**src/rtl/rhythm_score_engine.sv**
```systemverilog
// Rhythm-game scoring engine: per-pattern rise/fall score window, saturating score,
// hit/miss strobes, combo counter. Define SCORE_COMBO_EN to enable the combo multiplier.
module rhythm_score_engine #(
  parameter int PAT_W    = 8,
  parameter int WIN_W    = 3,
  parameter int PEAK     = 4,
  parameter int SCORE_W  = 11,
  parameter int COMBO_W  = 8,
  parameter int MULT_MAX = 4
) (
  input  logic               counter10h,
  input  logic               reset,
  input  logic [PAT_W-1:0]   pattern,
  input  logic [PAT_W-1:0]   user_input,
  output logic [SCORE_W-1:0] score_out,
  output logic               hit,
  output logic               miss,
  output logic [SCORE_W-1:0] last_points,
  output logic [COMBO_W-1:0] combo,
  output logic [1:0]         state
);

  localparam int EXT_W = SCORE_W + WIN_W + 3;
  localparam logic [WIN_W-1:0]   PEAK_C    = WIN_W'(PEAK);
  localparam logic [SCORE_W-1:0] SCORE_MAX = '1;
  localparam logic [COMBO_W-1:0] COMBO_MAX = '1;

  typedef enum logic [1:0] {
    ST_IDLE   = 2'd0,
    ST_RISE   = 2'd1,
    ST_FALL   = 2'd2,
    ST_LOCKED = 2'd3
  } state_e;

  if (PEAK < 1 || PEAK > (2 ** WIN_W) - 1 || MULT_MAX < 1) begin : g_bad_params
    $error("rhythm_score_engine: PEAK or MULT_MAX out of range");
  end

  function automatic logic [SCORE_W-1:0] sat_add(input logic [SCORE_W-1:0] base,
                                                 input logic [EXT_W-1:0]   incr);
    logic [EXT_W-1:0] sum;
    sum = EXT_W'(base) + incr;
    if (sum > EXT_W'(SCORE_MAX)) begin
      return SCORE_MAX;
    end else begin
      return sum[SCORE_W-1:0];
    end
  endfunction

  function automatic logic [COMBO_W-1:0] combo_inc(input logic [COMBO_W-1:0] c);
    if (c == COMBO_MAX) begin
      return c;
    end else begin
      return c + COMBO_W'(1);
    end
  endfunction

  logic [PAT_W-1:0]   cur_pat_r,     cur_pat_s;
  logic [WIN_W-1:0]   window_r,      window_s;
  state_e             state_r,       state_s;
  logic [SCORE_W-1:0] score_r,       score_s;
  logic [COMBO_W-1:0] combo_r,       combo_s;
  logic [SCORE_W-1:0] last_points_r, last_points_s;
  logic               hit_r,         hit_s;
  logic               miss_r,        miss_s;
  logic [EXT_W-1:0]   points_s;

`ifdef SCORE_COMBO_EN
  localparam int MC_W = COMBO_W + 1;
  logic [MC_W-1:0]  mult_raw_s;
  logic [EXT_W-1:0] mult_s;

  // Multiplier from the combo count held before this hit's increment
  always_comb begin
    mult_raw_s = {1'b0, combo_r >> 2} + MC_W'(1);
    if (mult_raw_s > MC_W'(MULT_MAX)) begin
      mult_s = EXT_W'(MULT_MAX);
    end else begin
      mult_s = EXT_W'(mult_raw_s);
    end
    points_s = EXT_W'(window_r) * mult_s;
  end
`else
  // Points equal the current window value
  always_comb begin
    points_s = EXT_W'(window_r);
  end
`endif

  // Next-state and output decode; pattern change outranks a match on the same edge
  always_comb begin
    cur_pat_s     = cur_pat_r;
    window_s      = window_r;
    state_s       = state_r;
    score_s       = score_r;
    combo_s       = combo_r;
    last_points_s = last_points_r;
    hit_s         = 1'b0;
    miss_s        = 1'b0;

    if (pattern != cur_pat_r) begin
      cur_pat_s = pattern;
      window_s  = '0;
      if (pattern != '0) begin
        state_s = ST_RISE;
      end else begin
        state_s = ST_IDLE;
      end
      if (state_r == ST_RISE || state_r == ST_FALL) begin
        miss_s  = 1'b1;
        combo_s = '0;
      end else begin
        miss_s  = 1'b0;
      end
    end else begin
      case (state_r)
        ST_RISE, ST_FALL: begin
          if (user_input == cur_pat_r) begin
            score_s       = sat_add(score_r, points_s);
            last_points_s = sat_add('0, points_s);
            combo_s       = combo_inc(combo_r);
            hit_s         = 1'b1;
            state_s       = ST_LOCKED;
          end else if (state_r == ST_RISE) begin
            window_s = window_r + WIN_W'(1);
            if ((window_r + WIN_W'(1)) == PEAK_C) begin
              state_s = ST_FALL;
            end else begin
              state_s = ST_RISE;
            end
          end else if (window_r == '0) begin
            miss_s  = 1'b1;
            combo_s = '0;
            state_s = ST_IDLE;
          end else begin
            window_s = window_r - WIN_W'(1);
          end
        end
        default: begin
          state_s = state_r;
        end
      endcase
    end
  end

  // State and output registers with synchronous reset
  always_ff @(posedge counter10h) begin
    if (reset) begin
      cur_pat_r     <= '0;
      window_r      <= '0;
      state_r       <= ST_IDLE;
      score_r       <= '0;
      combo_r       <= '0;
      last_points_r <= '0;
      hit_r         <= 1'b0;
      miss_r        <= 1'b0;
    end else begin
      cur_pat_r     <= cur_pat_s;
      window_r      <= window_s;
      state_r       <= state_s;
      score_r       <= score_s;
      combo_r       <= combo_s;
      last_points_r <= last_points_s;
      hit_r         <= hit_s;
      miss_r        <= miss_s;
    end
  end

  assign score_out   = score_r;
  assign hit         = hit_r;
  assign miss        = miss_r;
  assign last_points = last_points_r;
  assign combo       = combo_r;
  assign state       = state_r;

endmodule

```
**config.mk**
```make
export PLATFORM = sky130hd
export DESIGN_NAME = rhythm_score_engine
export DESIGN_NICKNAME = d
export VERILOG_FILES = /design/src/rtl/rhythm_score_engine.sv
export SDC_FILE = /design/constraint.sdc
export NUM_CORES = 1
export LEC_CHECK = 0
export ABC_AREA = 1
export CAP_MARGIN = 20
export CORE_MARGIN = 10
export CORE_UTILIZATION = 34
export DETAILED_ROUTE_END_ITERATION = 16
export GPL_TIMING_DRIVEN = 0
export HOLD_SLACK_MARGIN = 0.05
export SETUP_SLACK_MARGIN = 0.3
export SYNTH_ARGS = -nofsm -noshare
export SYNTH_HDL_FRONTEND = slang
export SYNTH_SLANG_ARGS = --single-unit
export TNS_END_PERCENT = 100
```
**constraint.sdc**
```tcl
create_clock -name counter10h -period 3.6 [get_ports counter10h]
set_input_delay 0.72 -clock counter10h [delete_from_list [all_inputs] [get_ports counter10h]]
set_output_delay 0.72 -clock counter10h [all_outputs]
set_load 0.02 [all_outputs]
```
* After elaboration in Yosys (flattened, before gate mapping)
Index checks and enable logic that the tools add are counted.
** Operators by class
- Muxes and demuxes :: 25
- Add/subtract/negate cells :: 4
- Reductions and logical operators :: 13
- Equal/unequal tests :: 10
- $lt $le $gt $ge :: 2
- Bitwise logic cells :: 3
** Operators by type and width (count)
- 2-to-1 mux 8 bit :: 7
- 2-to-1 mux 11 bit :: 2
- adder 11 x 3 -> 12 bit :: 1
- greater-than comparator 12 x 11 -> 1 bit, second input constant :: 1
- 2-to-1 mux 2 bit :: 6
- greater-than comparator 3 x 11 -> 1 bit, second input constant :: 1
- adder 8 x 1 -> 8 bit, second input constant :: 1
- == test 8 bit :: 1
- == test 8 bit, second input constant :: 1
- 2-to-1 mux 1 bit :: 8
- != test 8 bit :: 1
- nonzero test 8 bit :: 1
- 2-to-1 mux 3 bit :: 2
- != test 3 bit, second input constant :: 2
- AND reduction 3 bit :: 2
- AND reduction 5 bit :: 1
- nonzero test 4 bit :: 1
- OR reduction 2 bit :: 2
- adder 3 x 1 -> 3 bit, second input constant :: 1
- == test 3 bit, second input constant :: 1
- zero test 3 bit :: 1
- NOT 1 bit :: 3
- nonzero test 3 bit :: 1
- OR reduction 3 bit :: 1
- other kinds (8) :: 8
** Word-level totals
- Output and inout bits :: 34
- Input port bits :: 18
- Bits in registers :: 45

* Longest topological paths before layout
- Word-level depth :: 7
- Gate-level depth with buffers :: 13

* Worst setup path before layout
OpenSTA, ideal clock, no wires.
- Path kind :: register to register
- From :: reg score_r[0], in the netlist score_out[0]
- To :: reg score_r[8], in the netlist score_out[8]
- Required time :: 3529 ps
- Cell stages (with the launch flop) :: 10
- Arrival time :: 1796 ps
- Slack :: 1734 ps
- Period minus slack after synthesis :: 1866 ps
- Library setup time :: 71 ps
- Cells stage by stage :: dfxtp_1 > ha_1 > inv_1 > fa_1 > o22ai_1 > nand3_1 > xor2_1 > nand2_1 > nand2_1 > a21oi_1
** Between the ends
- Longest elaborated chain between the ends :: 3
** RTL lines
- start: declaration :: line 61 : logic [SCORE_W-1:0] score_r, score_s;
- start signal: assignment :: line 161 : score_r <= score_s;
- adder 11 x 3 -> 12 bit (*) :: line 42 : sum = EXT_W'(base) + incr;
- greater-than comparator 12 x 11 -> 1 bit :: line 43 : if (sum > EXT_W'(SCORE_MAX)) begin
- 2-to-1 mux 11 bit (*) :: line 43
Every way passes the cells marked *; elsewhere a longest branch is shown, timed or not.
A chain may end at the register's enable or synchronous reset.

* Worst setup path in the final report
- From :: in pattern[1]
- To :: reg score_r[4], in the netlist score_out[4]
** Between the ends
- Longest elaborated chain between the ends :: 3
** RTL lines
- start: declaration :: line 13 : input logic [PAT_W-1:0] pattern,
- != test 8 bit :: line 101 : if (pattern != cur_pat_r) begin
- NOT 1 bit (no line)
- AND reduction 3 bit (no line)
Every way passes these cells.

==> metrics.md <==
| Metric | Value |
|---|---|
| Pin count of the biggest net entering global routing | 11 |
| Max Clock Freq | roughly 0.43 GHz |
| Flop pwr share | 0.508 |
| Mean routed wirelength per cell | 11.7 um |
| Worst-skew pair later-pin latency | slightly below 0.3 ns |
| Synth top area cells | dfxtp_1, nand2_1, inv_1, a21oi_1, nor2_1 |
| # diodes | 0 |
| WHS | between 0.4 and 0.5 ns |
| Fin crit period | around 2.3 ns |
| Period utilization | 0.645 |
| CTS buffer count | 5 |
| Clock skew | approximately 0.003 ns |
| Yosys reg bits | 37 |
| CTS root buffer | clkbuf_8 |
| Status | completed |
| Final hold vios | 0 |
| Crit-path slowest cell | clkdlybuf4s50_1 |
| Combinational fraction of design power | 0.142 |
| Mapped cell area | ~2400 um2 |
| Drt total wl | about 6300 um |
| Layout overhead on the synthesized area | 26.8% |
| Global-route wire length before repair | ~10000 um |
| Crit path required time | approximately 3.8 ns |
| Crit path launch type | primary input |
| Vias/cell | between 4 and 5 |
| Crit-path most repeated cell | nand2_1 |
| Drt drc | 0 |
| Via count of the first global-routing pass | 2205 |
| Routed Antenna Nets | 0 |
| EDFF count, synth | 0 |
| Die width | 105 um |
| Chip height | around 100 um |
| Min-Delay Path Class | flip-flop to flip-flop |
| All-layer global routing usage | 0.112 |
| CP arrival | between 2 and 2.5 ns |
| FFs w/ async S/R, synth | 0 |
| Placed cells | 527 |
| Leakage power | 1.41 nW |
| P_sw | approximately 220 uW |
| Non-Filler Instances | 534 |
| Final Max Slew Viols | 0 |
| Share of layout cells above drive strength 1 | 0.0662 |
| Post-synth top flop | dfxtp_1 |
| P per Cell Area | roughly 270 nW/um2 |
| Register area share after synthesis | 0.304 |
| Initial core utilization | 0.355 |
| Share of the synthesized area in the top cell type | 0.304 |
| Unrepaired setup endpoints after global routing | false |
| CP Class | primary input to flip-flop |
| Total Die Area | between 10000 and 15000 um2 |
| Row cnt | 30 |
| Worst-margin pin slew | 0.566 ns |
| Clock Path Buffers | 2 |
| CTS tree | done |
| Synth warnings | 0 |
| Overall Power | around 830 uW |
| Sw Ratio | 0.259 |
| Initial antenna violation count | 0 |
| Detailed placer's ending HPWL | 4960 um |
| First drt pass iteration count | 4 |
| Setup-failing EPs final | 0 |
| DRT iter0 DRCs | 117 |
| Cts repair resizes | 0 |
| Worst VDD drop | ~0.11 mV |
| Synth cell types | 31 |
| Cell taking the most area after synthesis | dfxtp_1 |
| # H-tree levels | 2 |
| Nets | roughly 470 |
| GRT overflow | 0 |
| P_int | 619 uW |
| Port buffer count | between 40 and 50 |
| Rel. slew slack | 0.622 |
| Routed via count | between 2k and 2.5k |
| Crit path max fanout | 10 |
| I/O pin count | 52 |
| Core area | 6870 um2 |
| CP endpoint kind | flip-flop |
| Post-CTS Hold Buffers | 0 |
| Placer Congestion | ~0.84 |
| Cells after synthesis | 382 |
| CTS Sinks | 37 |
| Setup Buffers After CTS | 0 |
| Total of max-cap violations | 0 |
| Post-synth top cells | nand2_1, inv_1, dfxtp_1 |
| Crit-path cells | clkdlybuf4s50_1 > inv_1 > nand2_1 > nand2_1 > nor2_1 > nand2_2 > nor2_8 > nand2_4 > nor2_8 > inv_2 > buf_2 > nand2_1 > a21oi_1 |
| Register clock-pin slew on the reported worst setup and hold paths | 0.07 ns |
| Avg Inst Size Synth | 6.38 um2 |
| CP max stage delay | around 0.54 ns |
| Setup_tns | 0 ns |
| Most common cell in the netlist | nand2_1 |
| Clock share of power | 0.350 |
## routing by layer
metal,vias to the layer above,global-route usage,share of wire
met5,-,0,0
met4,0,0.0441,0.011
met2,40,0.183,0.45
met1,1063,0.132,0.48
li1,1291,-,-
met3,4,0.0362,0.057
## through the flow
step / worst slack (ns) / cell area (um2) / util
2_1_floorplan: 1.73 / 2460 / -
3_3_place_gp: 0.981 / 3000 / 0.437
3_5_place_dp: 0.960 / 3000 / 0.437
4_1_cts: 1.27 / 3090 / 0.450
5_1_grt: 1.09 / 3090 / 0.450
6_report: 1.28 / 3090 / 0.450
## flip-flops by register name (all words and copies together) (netlist names)
signal	cells
combo	8
state	2
miss	1
cur_pat_r	8
last_points	3
hit	1
window_r	3
score_out	11
## final timing paths
path                                    from      endpoint  slack [ns]  cells after the start
worst max-delay path              pattern[1]  score_out[4]        1.28                     13
worst min-delay path            score_out[0]  score_out[0]        0.49                      2
worst max register to register   window_r[2]  score_out[9]        1.54                      7
worst min register to register  score_out[0]  score_out[0]        0.49                      2
## area by class of cell
type | instances | area, um2
Fill cell | 730 | 3780
Multi-Input combinational cell | 282 | 1420
Sequential cell | 37 | 741
Timing Repair Buffer | 42 | 420
Inverter | 56 | 210
Tap cell | 96 | 120
Buffer | 14 | 91.3
Clock buffer | 7 | 86.3
## layout by cell type, fill, tap and decap left out
cell type,synthesis,layout
conb_1,1,8
nor3_1,4,4
nand2_4,1,1
buf_2,1,1
nand3_1,18,18
inv_2,4,4
nor2_2,1,1
xnor2_1,5,5
nor4_1,1,1
clkinv_1,1,1
xor2_1,10,10
buf_4,8,8
nand3b_1,2,2
dfxtp_1,37,37
nor2_4,1,1
clkdlybuf4s50_1,0,42
o2111ai_1,1,1
buf_6,1,1
clkbuf_8,0,6
nand3_2,3,3
clkbuf_1,4,5
inv_1,51,51
fa_1,1,1
a21oi_1,27,27
nor2_1,36,36
nor2_8,2,2
nand2_1,129,129
nand4_1,8,8
o211ai_1,2,2
o21ai_0,10,10
ha_1,9,9
o22ai_1,2,2
nand2_2,1,1
## worst max-delay path, delay by kind of cell
kind	cells	cell delay (ns)
and+or+nand+nor	8	0.84
buffers and inverters	4	0.85
AOI/OAI and AO/OA	1	0.06
## power groups by stage
stage          Clock (mW)  Combinational [mW]  Sequential, mW
3_5_place_dp            0               0.118           0.434
2_1_floorplan           0              0.0729           0.436
6_report            0.292               0.118           0.424
3_3_place_gp            0               0.116           0.433
4_1_cts             0.304               0.119           0.424
5_1_grt             0.316               0.133           0.425
## kinds of logic (layout without fill, tap and decap cells)
group,after synthesis,after routing,share of synthesized area
simple gates,207,207,0.372
compound gates,42,42,0.0909
other cells,1,8,0.00154
fa+ha+maj,10,10,0.0544
buf+inv,70,119,0.124
flops,37,37,0.304
xor+xnor,15,15,0.0539
Power figures use the tool's default switching activity.
